**src/rtl/router_vc_input_buffer.sv**
```systemverilog
// Router input port: NUM_VC virtual-channel FIFOs of DEPTH flits each, filled by a
// VC-tagged sender and drained one flit per cycle from the router-selected VC.
module router_vc_input_buffer #(
  parameter int DATA_W = 64,
  parameter int NUM_VC = 2,
  parameter int DEPTH  = 4,
  parameter int VC_W   = $clog2(NUM_VC),
  parameter int CNT_W  = $clog2(DEPTH + 1)
) (
  input  logic                    clk,
  input  logic                    reset,
  input  logic                    in_send,
  input  logic [VC_W-1:0]         in_vc,
  input  logic [DATA_W-1:0]       in_data,
  output logic [NUM_VC-1:0]       in_ready,
  input  logic [VC_W-1:0]         out_vc_sel,
  input  logic                    out_blocked,
  output logic                    out_valid,
  output logic [VC_W-1:0]         out_vc,
  output logic [DATA_W-1:0]       out_data,
  output logic [NUM_VC*CNT_W-1:0] vc_count,
  output logic                    err_overflow
);

  localparam int PTR_W = $clog2(DEPTH);
  localparam int SLOTS = 1 << VC_W;
  localparam logic [CNT_W-1:0] FULL = CNT_W'(DEPTH);

  logic [DATA_W-1:0] mem [NUM_VC][DEPTH];
  logic [PTR_W-1:0]  wr_ptr [NUM_VC];
  logic [PTR_W-1:0]  rd_ptr [NUM_VC];
  logic [CNT_W-1:0]  count  [NUM_VC];

  // Padded to the full index range so out-of-range VC numbers read as
  // not-ready / empty and can never push or pop.
  logic [SLOTS-1:0]  slot_ready;
  logic [SLOTS-1:0]  slot_avail;
  logic [NUM_VC-1:0] push_hit;
  logic [NUM_VC-1:0] pop_hit;
  logic              push;
  logic              pop;

  always_comb begin
    in_ready   = '0;
    vc_count   = '0;
    slot_ready = '0;
    slot_avail = '0;
    for (int unsigned v = 0; v < NUM_VC; v++) begin
      in_ready[v]                   = (count[v] != FULL);
      slot_ready[v]                 = (count[v] != FULL);
      slot_avail[v]                 = (count[v] != '0);
      vc_count[v*CNT_W +: CNT_W]    = count[v];
    end
  end

  assign push = in_send && slot_ready[in_vc];
  assign pop  = !out_blocked && slot_avail[out_vc_sel];

  always_comb begin
    push_hit = '0;
    pop_hit  = '0;
    for (int unsigned v = 0; v < NUM_VC; v++) begin
      push_hit[v] = push && (in_vc == VC_W'(v));
      pop_hit[v]  = pop && (out_vc_sel == VC_W'(v));
    end
  end

  always_ff @(posedge clk) begin
    if (push) mem[in_vc][wr_ptr[in_vc]] <= in_data;
  end

  always_ff @(posedge clk) begin
    if (reset) begin
      for (int unsigned v = 0; v < NUM_VC; v++) begin
        count[v]  <= '0;
        wr_ptr[v] <= '0;
        rd_ptr[v] <= '0;
      end
      out_valid    <= 1'b0;
      out_vc       <= '0;
      out_data     <= '0;
      err_overflow <= 1'b0;
    end else begin
      for (int unsigned v = 0; v < NUM_VC; v++) begin
        if (push_hit[v]) wr_ptr[v] <= wr_ptr[v] + PTR_W'(1);
        if (pop_hit[v])  rd_ptr[v] <= rd_ptr[v] + PTR_W'(1);
        if (push_hit[v] && !pop_hit[v])      count[v] <= count[v] + CNT_W'(1);
        else if (!push_hit[v] && pop_hit[v]) count[v] <= count[v] - CNT_W'(1);
      end
      if (in_send && !push) err_overflow <= 1'b1;
      if (pop) begin
        out_valid <= 1'b1;
        out_vc    <= out_vc_sel;
        out_data  <= mem[out_vc_sel][rd_ptr[out_vc_sel]];
      end else begin
        out_valid <= 1'b0;
        out_data  <= '0;
      end
    end
  end

endmodule
```
**config.mk**
```make
export PLATFORM = sky130hd
export DESIGN_NAME = router_vc_input_buffer
export DESIGN_NICKNAME = d
export VERILOG_FILES = /design/src/rtl/router_vc_input_buffer.sv
export SDC_FILE = /design/constraint.sdc
export NUM_CORES = 1
export LEC_CHECK = 0
export CORE_AREA = 2 2 228 230
export DETAILED_ROUTE_END_ITERATION = 7
export DIE_AREA = 0 0 230 232
export PLACE_DENSITY_LB_ADDON = 0.05
export REMOVE_ABC_BUFFERS = 1
export SLEW_MARGIN = 20
export SYNTH_ARGS = -nofsm -noshare
export SYNTH_HDL_FRONTEND = slang
export SYNTH_SLANG_ARGS = --single-unit
```
**constraint.sdc**
```tcl
create_clock -name clk -period 16.82 [get_ports clk]
set_clock_uncertainty 0.2 [all_clocks]
set_input_delay 2.523 -clock clk [delete_from_list [all_inputs] [get_ports clk]]
set_output_delay 2.523 -clock clk [all_outputs]
set_load 0.005 [all_outputs]
```
Word-level counts from Yosys, hierarchy flattened
Memories as Yosys holds them, arrays and structs flattened. Cells that the tools add are included.

Add/subtract/negate cells: 8. Reduce and logical (&&, ||, !) cells: 21. Equal/unequal tests: 2. Muxes and demuxes: 48. Magnitude comparators: 5. Bitwise logic cells: 13.

Operators with widths (count): $mux 256 (1); $mux 64 (3); $bmux 64 s2 (1); $demux 64 s2 (1); $mux 1 (34); $logic_and 1x1->1 (12); $mux 3 (4); $add 2x1->2 const B (4); $mux 2 (4); $or 1x1->1 (8); $add 3x1->3 const B (2); $ge 3x3->1 const B (2); $logic_not 1->1 (6); $ne 3x3->1 const B (2); $not 2->3 (2); $reduce_bool 3->1 (2); $sub 3x1->3 const B (2); $lt 1x2->1 const B (2); $lt 3x1->1 const B (1); $not 1->1 (3); $reduce_or 2->1 (1).

Memory bits (writable): 526. Register bits after elaboration: 67. Output and inout bits: 75. Input bits: 70. Memories: 4. Logic and storage cells: 105.

Memory list: mem (depth 2, bits a word 256, rd ports 1, clocked after Yosys merged registers in 0, write ports 1, RTL line 29) `logic [DATA_W-1:0] mem [NUM_VC][DEPTH];`; count (depth 2, bits a word 3, rd ports 2, clocked after Yosys merged registers in 0, write ports 2, RTL line 32) `logic [CNT_W-1:0] count [NUM_VC];`; rd_ptr (depth 2, bits a word 2, rd ports 3, clocked after Yosys merged registers in 0, write ports 2, RTL line 31) `logic [PTR_W-1:0] rd_ptr [NUM_VC];`; wr_ptr (depth 2, bits a word 2, rd ports 3, clocked after Yosys merged registers in 0, write ports 2, RTL line 30) `logic [PTR_W-1:0] wr_ptr [NUM_VC];`.

Depth between registers and ports, before layout
Depth in word-level cells: 12. Mapped depth: 8.

Worst setup path after synthesis
No wires, ideal clock.

Kind: input to register. Start point: input port in_vc. End point: memory mem[0][100] (netlist bit) (enable). Stages on the path: 2. Setup time: 666 ps. Setup slack: 6587 ps. Arrival time: 9366 ps. Buffers on the path: 0. Required time: 15954 ps. Path through: nand2b_1 > nor4b_1.

Cells in the longest elaborated chain, start to end: 7. Elaborated cells between the ends (all ways): 12. Those cells by class: order compare (2); mux (6); bitwise (1); reduce/logical (2); memory (1).

Ends and longest elaborated chain: start, declared (RTL line 13) `input logic [VC_W-1:0] in_vc,`; $mem_v2 2x2; $not 2->3 (not written as such) (RTL line 69) `if (push) mem[in_vc][wr_ptr[in_vc]] <= in_data;`; $ge 3x3->1 (not written as such) or $lt 3x1->1 (tied branches) (RTL line 69); $logic_and 1x1->1 (not written as such) (RTL line 69); $mux 64 (not written as such) (RTL line 69); $demux 64 s2 (RTL line 69); $mux 256 (not written as such) (RTL line 69); end, declared (RTL line 29).

Parallel ways exist; a longest one is shown, timed or not. The select of a mux whose other input is x is not followed.

Final worst setup path
Start point: input port in_vc. End point: memory mem[0][171] (netlist bit) (enable).

Same word-level chain as after synthesis.

==> run_results.csv <==
group,metric,value,unit
finish,area_delta_synth_final,17.8,%
timing,fin_crit_sh,0.297,
global_route,track_usage,0.178,
route,drt_iter0_drc,697,
clock_tree,cts.sinks,593,
setup_path,max_stage_delay,0.69,ns
timing,setup_viol,0,
logic_synthesis,synthCells,1354,
timing,period_minus_slack,5.00,ns
clock_tree,cts-root-buf,"clkbuf_16",
logic_synthesis,synth.area.top_cells,"edfxtp_1 70%, dfxtp_1 5.9%, mux2i_1 5.7%",
timing,layout_setup_ws,11.82,ns
setup_path,start_kind,"input pin",
setup_path,crit_slowest_cell,"buf_4",
setup_path,critPathKind,"input pin to flip-flop",
clock_tree,cts_tree,"done",
logic_synthesis,syn_area_per_cell,16.7,um^2
route,wl_met3,1.88,mm
logic_synthesis,synth_top_area_frac,0.697,
timing,max_freq,200,MHz
finish,final_nets,1570,
setup_path,critPathMaxFanout,40,
finish,fin_area,0.0267,mm^2
clock_tree,holdBufCountCts,0,
finish,drive_above_1_share,0.120,
floorplan,io_pins,145,
logic_synthesis,ys_warn_count,0,
route,highest_layer,"met5",
global_route,grt_first_pass_wirelength,72.5,mm
pwr,ir_worst_vdd,0.0733,mV
job,maxCapViolCount,0,
clock_tree,cts_setup_buffers,0,
logic_synthesis,synth_area,0.0227,mm^2
route,ant_nets,0,
logic_synthesis,post-synth-top-count-cell,"edfxtp_1",
logic_synthesis,synth_top_cell_by_area,"edfxtp_1",
clock_tree,clock_path_buffers,3,
route,drt-total-wl,46.8,mm
status,status,"complete, no violations",
global_route,antenna_found_initial,1,
logic_synthesis,synth_edf_count,526,
logic_synthesis,synth-seq-cells,593,
route,route.detailed.drc,0,
setup_path,worst_setup_path_end_kind,"flip-flop",
logic_synthesis,yosysSeqAreaShare,0.756,
floorplan,fp.dieH,232,um
hold_path,min_path_type,"flip-flop to flip-flop",
route,via_per_inst,5.30,
logic_synthesis,synthFlopType,"edfxtp_1",
timing,tns,0,ns
floorplan,die_x,230,um
route,avgRoutedWirePerCell,21.1,um
global_route,grt_pass1_vias,12000,
pwr,power_leakage,0.00874,uW
clock_tree,post_cts_resized,0,
clock_tree,clk_pin_slew_worst_paths,0.06,ns
clock_tree,htree_levels,2,
timing,max-slew-margin-rel,0.259,
placed_design,pre_cts_ws,11.13,ns
floorplan,core,0.0509,mm^2
route,met1_length,22.1,mm
setup_path,path_cells,"clkdlybuf4s50_1, nand2b_1, nor2_1, nand2_1, nor2_4, buf_4",
floorplan,start_util,0.445,
route,first_pass_iters,5,
logic_synthesis,postSynth.asyncResetShare,0,
clock_tree,cts_buffers,60,
pwr,p_per_area,123,mW/mm^2
placed_design,hpwl,24.9,mm
timing,hold_viol_final,0,
route,vias,11800,
logic_synthesis,synth.distinct_cells,44,
timing,rsz0062_at_grt,"false",
setup_path,cp.required,16.86,ns
floorplan,dieArea,0.0534,mm^2
clock_tree,insertion_delay,0.60,ns
global_route,grt_overflow,0,
route,wl_met2,21.8,mm
global_route,grt_max_degree,81,
timing,slew_viol_final,0,
floorplan,row_count,83,
placed_design,io_buffers,144,
timing,worst_pin_slew,1.11,ns
finish,fillers,4175,
logic_synthesis,synth_common_cells,"526 x edfxtp_1, 129 x mux2i_1, 73 x nand2_1, 70 x a21oi_1, 67 x dfxtp_1",
placed_design,place_area,0.0248,mm^2
setup_path,cp_data_arrival_time,5.03,ns
placed_design,place_congestion,0.731,
-- flip-flops by register name (all words and copies together), names as in the netlist --
signal / cells
rd_ptr: 4
mem: 512
out_valid: 1
count: 6
out_data: 64
wr_ptr: 4
err_overflow: 1
out_vc: 1
-- final cells by class --
class / count / area (um^2) / area share
inverters: 10 / 37.5 / 0.00141
well taps: 680 / 851 / 0.0319
clock buffers: 88 / 1690 / 0.0632
clock inverters: 22 / 225 / 0.00844
multi-input cells: 663 / 5120 / 0.192
repair buffers: 168 / 1640 / 0.0614
flip-flops and latches: 593 / 17100 / 0.642
diodes: 1 / 2.50 / 0.0000937
-- cells in the final DEF (no fill, tap or decap), types with 3 or more instances in the layout --
| cell type | Yosys | final |
|---|---|---|
| ha_1 | 3 | 3 |
| dfxtp_1 | 67 | 67 |
| xnor2_1 | 5 | 5 |
| a211o_1 | 64 | 64 |
| clkinv_1 | 0 | 10 |
| nand2_1 | 73 | 73 |
| nand2b_1 | 3 | 3 |
| clkbuf_1 | 30 | 21 |
| clkbuf_8 | 0 | 7 |
| or2_2 | 3 | 3 |
| mux2i_1 | 129 | 128 |
| o21ai_0 | 6 | 6 |
| bufinv_16 | 0 | 5 |
| o211ai_1 | 66 | 66 |
| inv_1 | 10 | 10 |
| a21oi_1 | 70 | 70 |
| a211oi_1 | 65 | 65 |
| edfxtp_1 | 526 | 526 |
| mux2_2 | 64 | 64 |
| buf_4 | 14 | 21 |
| nor2_1 | 18 | 16 |
| clkbuf_16 | 0 | 61 |
| nor2b_1 | 65 | 65 |
| clkdlybuf4s50_1 | 0 | 143 |
| clkinv_2 | 0 | 6 |
-- critical path: cells and delay by family --
kind	cells	cell delay (ns)
buffers and inverters	2	1.17
and+or+nand+nor	4	1.26
-- kinds of logic after synthesis --
kind of cell	after synthesis	share of synthesized area
DFF	593	0.756
AOI/OAI and AO/OA	282	0.0898
muxes	193	0.0888
and+or+nand+nor	179	0.0400
buffers and inverters	98	0.0210
xor gates and xnor gates	5	0.00193
adders and majority gates	4	0.00254
-- routing by layer --
metal,global-route usage,vias to the layer above
met4,0.0558,2
met3,0.0305,68
met1,0.249,5971
met5,0,-
met2,0.283,196
li1,-,5558
-- worst paths after layout --
| check | startpoint | cells past startpoint | endpoint | slack, ns |
|---|---|---|---|---|
| worst max-delay path | in_vc | 6 | mem[0][171] | 11.82 |
| worst min-delay path | out_vc | 2 | out_vc | 0.29 |
| worst max register to register | count[1][0] | 7 | mem[1][78] | 13.53 |
| worst min register to register | out_vc | 2 | out_vc | 0.29 |
-- metrics by stage --
step | std cells | power (uW) | hold slack, ns | util
floorplan | 1266 | 1910 | 0.260 | -
global placement | 2113 | 2030 | 0.282 | 0.487
detailed placement | 2114 | 2030 | 0.285 | 0.487
CTS | 2224 | 3330 | 0.298 | 0.524
global route | 2224 | 3420 | 0.322 | 0.525
finish | 2225 | 3290 | 0.290 | 0.525
-- where the power goes --
part,switching [uW],internal (uW),leakage (uW)
logic,176,129,0.00247
registers,21.5,1670,0.00534
clock network,532,766,0.000930
No activity file was read; power rests on OpenSTA's default activity.
==> variant 1: new RTL, same settings <==
Reset style: asynchronous (`reset`), changed in one clocked block.
--- a/src/rtl/router_vc_input_buffer.sv
+++ b/src/rtl/router_vc_input_buffer.sv
@@ -69,7 +69,7 @@
     if (push) mem[in_vc][wr_ptr[in_vc]] <= in_data;
   end
 
-  always_ff @(posedge clk) begin
+  always_ff @(posedge clk or posedge reset) begin
     if (reset) begin
       for (int unsigned v = 0; v < NUM_VC; v++) begin
         count[v]  <= '0;
Function: differs if reset is asserted again (counterexample within 4 cycles, from zero or initial values and one cycle with reset high); with reset held inactive, the same outputs for 4 cycles.
==> variant 1 against the original RTL <==
  * First-iteration DRC count increased by 29%
  * Count of clock-buffer cells in the layout grew 13
  * Final area is 0.42% lower
  * Area after synthesis shrank 1.1%
  * Hold slack lost 0.023 ns
  * Setup slack got worse by 0.25 ns
  * Sequential cell count stayed put
  * Wire length is 10% higher
  * Critical path type unchanged
  * Critical endpoint is now out_data[16]
  * Highest routed layer unchanged
Power is not compared: it rests on default switching activity, and its combinational part moved more than twofold at a synthesized area within 25%.
==> variant 1: results (changes against the original RTL) <==
Reg2reg start: rd_ptr[2]
Asr flop ratio synth: 13.7% (+14 points)
Final wirelength: 51.6 mm (+10%)
Clk Latency, worst-skew pair: 0.58 ns (-0.02 ns)
Worst slack, placed: 10.97 ns (-0.162 ns)
Mux contribution to synthesized area: 0.926% (-7.9 points)
Number of global-route vias before repair: 12.7k (+5.5%)
Worst VDD drop: 0.113 mV
Post-synth EDFFs: 512 (-2.7%)
Largest net degree at the start of global routing: 174 (+110%)
Iter 0 DRT Violations: 901 (+29%)
Initial antenna violation count: 3 (+2)
Synth Area in Compound Gates: 10.4% (+1.4 points)
Post-layout nets: 1640 (+4.5%)
Max_cap viols: 0 (unchanged)
Max reg flops: 512 (unchanged)
Post-Synth XOR/XNOR Area: 0.547% (+0.35 points)
Global Route Usage Sum: 19.6% (+1.9 points)
TritonCTS buffer count: 66 (+10%)
Register area share after synthesis: 77.6% (+2.0 points)
Hpwl dp: 24.7 mm (-0.51%)
Placer congestion estimate: 0.707 (-3.3%)
CP startpoint: out_vc_sel
Pint: 3.06 mW
CTS tree: done
Hold Startpoint: err_overflow
Outcome: finished clean
Global-route wire length before repair: 78.4 mm (+8.1%)
Post-synth top cells: 512 x edfxtp_1, 237 x nand2_1, 116 x nor2b_1, 115 x a211oi_1, 115 x a31oi_1
Final setup viols: 0 (unchanged)
Number of post-CTS setup repair buffers: 0 (unchanged)
Adder-Cell Fraction of Synth Area: 0.290% (+0.036 points)
H-tree levels: 3 (+1)
Number of distinct library cells after synthesis: 35 (-20%)
CP max FO: 87 (+120%)
Min-delay worst type: reg2reg
Leak pwr: 9.00 nW
Synth top area cells: edfxtp_1 69%, dfrtp_1 9.0%, nand2_1 4.0%, a211oi_1 3.9%, nor2b_1 3.2%
Setup TNS: 0 ns (unchanged)
Via density: 5.41 (+2.1%)
Ant. Diodes: 0 (-1)
Buffers on Ports: 144 (unchanged)
Clk slew on worst S/H paths: 0.06 ns (about the same)
Pre-Repair DR Iteration Count: 5 (unchanged)
Actual slew at the worst max-slew pin: 1.12 ns (+0.00570 ns)
Worst path arrival time: 5.56 ns (+0.53 ns)
Top FF cell, synth: edfxtp_1
Hold buffers post-CTS: 0 (unchanged)
Root Buffer Master: clkbuf_16
Layout cells sized above 1: 8.30% (-3.7 points)
CTS resizes: 0 (unchanged)
Yosys top cell area share: 68.6% (-1.1 points)
## variant 1: cell count changes after synthesis, moves of 63 or more
cell / change
nand2_1: +164
a31oi_1: +115
mux2i_1: -112
dfrtp_1: +81
a21oi_1: -69
dfxtp_1: -67
o211ai_1: -66
a211o_1: -64
a22o_1: +63
## variant 1: path summary, 6_finish.rpt
check / to / slack, ns / cells after the start
min in group asynchronous: out_data[19] / 2.23 / 2
max: out_data[16] / 11.58 / 7
max reg2reg: out_data[16] / 13.23 / 6
min reg2reg: err_overflow / 0.27 / 1
min: err_overflow / 0.27 / 1
max in group asynchronous: rd_ptr[2] / 12.97 / 3
## variant 1: area by class of cell
| class | count | area (sq um) |
|---|---|---|
| fillers | 4240 | 24300 |
| flip-flops and latches | 593 | 17400 |
| multi-input cells | 733 | 4590 |
| clock buffers | 101 | 1950 |
| repair buffers | 166 | 1640 |
| well taps | 680 | 851 |
| clock inverters | 15 | 126 |
| inverters | 6 | 25.0 |
## variant 1: cells by family after synthesis
family,Yosys count
xor+xnor,14
compound gates,320
mux,20
buf+inv,105
flops,593
fa+ha+maj,4
simple gates,375
## variant 1: metal layers
metal / track usage (%) / vias to the layer above / part of all wire [%]
li1: - / 5722 / -
met1: 27.6 / 6349 / 46
met2: 31.8 / 271 / 48
met3: 3.06 / 74 / 4.3
met4: 5.77 / 6 / 1.7
met5: 0 / - / 0.089
## variant 1: critical path, stage by stage
cell,delay [ns]
clkbuf_8,0.40
mux2_8,0.69
buf_16,0.38
buf_4,0.78
a211oi_1,0.17
a31oi_1,0.21
a22o_1,0.16
## variant 1: stage by stage
step	power, mW	hold WS (ns)	cells	instance area (sq um)
after global placement	2.99	0.242	2177	24500
after floorplan	2.51	0.244	1332	21900
after detailed placement	3.00	0.256	2177	24500
final	4.33	0.266	2294	26600
after CTS	4.38	0.269	2293	26600
after global routing	4.55	0.301	2294	26600
## variant 1: power groups by stage
stage	combinational, mW	clock, mW	sequential, mW
after floorplan	0.540	0	1.97
final	1.01	1.37	1.95
after global placement	1.01	0	1.98
after global routing	1.12	1.46	1.97
after detailed placement	1.02	0	1.98
after CTS	1.02	1.40	1.95
==> variant 2: new RTL, same settings <==
Without the edit above. Put a register stage on the output `vc_count`, with the module's reset. The value now appears one clock later. The other outputs are not delayed to match.
--- a/src/rtl/router_vc_input_buffer.sv
+++ b/src/rtl/router_vc_input_buffer.sv
@@ -26,6 +26,8 @@
   localparam int SLOTS = 1 << VC_W;
   localparam logic [CNT_W-1:0] FULL = CNT_W'(DEPTH);
 
+  logic [NUM_VC*CNT_W-1:0] vc_count_d;
+
   logic [DATA_W-1:0] mem [NUM_VC][DEPTH];
   logic [PTR_W-1:0]  wr_ptr [NUM_VC];
   logic [PTR_W-1:0]  rd_ptr [NUM_VC];
@@ -42,14 +44,14 @@
 
   always_comb begin
     in_ready   = '0;
-    vc_count   = '0;
+    vc_count_d = '0;
     slot_ready = '0;
     slot_avail = '0;
     for (int unsigned v = 0; v < NUM_VC; v++) begin
       in_ready[v]                   = (count[v] != FULL);
       slot_ready[v]                 = (count[v] != FULL);
       slot_avail[v]                 = (count[v] != '0);
-      vc_count[v*CNT_W +: CNT_W]    = count[v];
+      vc_count_d[v*CNT_W +: CNT_W]    = count[v];
     end
   end
 
@@ -99,4 +101,12 @@
     end
   end
 
+  always_ff @(posedge clk) begin
+    if (reset) begin
+      vc_count <= '0;
+    end else begin
+      vc_count <= vc_count_d;
+    end
+  end
+
 endmodule
Behaviour: not the same (Yosys sat finds a counterexample within 4 cycles, from zero or initial values and one cycle with reset high).
==> variant 2 against the original RTL <==
  * Utilization up 0.27 points
  * Sequential share of layout area rose by 0.12 points
  * Critical path depth unchanged
  * Combinational power about the same
  * Wire length is 2.9% higher
  * Setup slack improved by 0.035 ns
  * Total power about the same
  * Register-to-register slack lost 0.02 ns
  * Sequential cell count up 6
  * Final area grew 0.51%
  * Area after synthesis is 0.65% higher
==> variant 2: results (changes against the original RTL) <==
CP peak stage delay: 0.72 ns (+0.03 ns)
Rel. slew slack: 29.7% (+3.8 points)
Post-Synth XOR/XNOR Area: 0.192% (-0.0013 points)
Post-synth top cells: 526 x edfxtp_1, 129 x mux2i_1, 73 x dfxtp_1, 73 x nand2_1, 69 x a21oi_1
Reg2reg start: count[1][0]
Global Route Usage Sum: 18.2% (+0.42 points)
Post-synth EDFFs: 526 (unchanged)
Synth Instances: 1366 (+0.89%)
Largest net degree at the start of global routing: 97 (+20%)
Initial antenna violation count: 2 (+1)
Wire per inst: 21.5 um (+2.2%)
Worst VDD drop: 0.0774 mV (+5.5%)
Hold EP: err_overflow
Worst slack, placed: 11.12 ns (-0.0127 ns)
Root Buffer Master: clkbuf_16
Iter 0 DRT Violations: 682 (-2.2%)
Mux contribution to synthesized area: 8.82% (-0.057 points)
Synth Area in Compound Gates: 8.94% (-0.042 points)
Max reg flops: 512 (unchanged)
CP max FO: 42 (+5.0%)
Post-layout nets: 1584 (+0.89%)
Crit-path leading delay family: buffers and inverters
Outcome: finished clean
Leak pwr: 8.81 nW (+0.83%)
Ant. Diodes: 0 (-1)
Via density: 5.31 (+0.21%)
Hold depth: 2 (unchanged)
Clk Latency, worst-skew pair: 0.61 ns
Fillers: 4241 (+1.6%)
Synth top area cells: edfxtp_1 69%, dfxtp_1 6.4%, mux2i_1 5.7%, mux2_2 3.2%, a211o_1 2.5%
Worst path arrival time: 4.99 ns (-0.04 ns)
Adder-Cell Fraction of Synth Area: 0.252% (-0.0016 points)
Layout cells sized above 1: 12.5% (+0.53 points)
Slowest-stage cell, CP: buf_4
Number of distinct library cells after synthesis: 45 (+2.3%)
Vias: 11.9k (+0.84%)
Final worst setup slack: 11.86 ns (+0.0349 ns)
Min-delay worst type: reg2reg
Hpwl dp: 24.4 mm (-2.0%)
CTS Buffer Depth: 3 (unchanged)
Register area share after synthesis: 75.6% (about the same)
Inst Count DP: 2127 (+0.61%)
R2R setup slack: 13.51 ns (-0.02 ns)
Pre-Repair DR Iteration Count: 5 (unchanged)
TritonCTS buffer count: 61 (+1.7%)
Global-route wire length before repair: 73.4 mm (+1.3%)
Crit path capture: mem[1][174]
CP startpoint: in_vc
H-tree levels: 2 (unchanged)
Placer congestion estimate: 0.717 (-1.8%)
Hold Startpoint: err_overflow
Clk slew on worst S/H paths: 0.06 ns (about the same)
==> variant 2: cell type report <==
type                            instances  area, sq um  area share (%)
Inverter                               10         37.5           0.140
Sequential cell                       599        17300            64.3
Tap cell                              680          851            3.17
Clock inverter                         29          189           0.704
Multi-Input combinational cell        669         5140            19.2
Clock buffer                           83         1720            6.42
Timing Repair Buffer                  169         1630            6.09
==> variant 2: stage by stage <==
step	cell area, sq um	power (mW)	hold slack [ns]
after floorplan	22400	1.93	0.260
after global placement	24900	2.04	0.266
after detailed placement	24900	2.05	0.265
after CTS	26800	3.33	0.278
after global routing	26800	3.42	0.326
final	26800	3.29	0.269
==> variant 2: layer usage <==
metal	up-vias	track usage, %	wire, um
li1	5601	-	-
met1	6028	24.9	22200
met2	194	30.2	23400
met3	67	3.68	1800
met4	4	3.77	718
met5	-	0	30
==> variant 2: report_power, final <==
group          leakage (nW)  switching, mW  internal (mW)
Combinational          2.48          0.177          0.127
Sequential             5.39         0.0218           1.68
Clock                 0.941          0.542          0.741
Total                  8.81          0.740           2.55
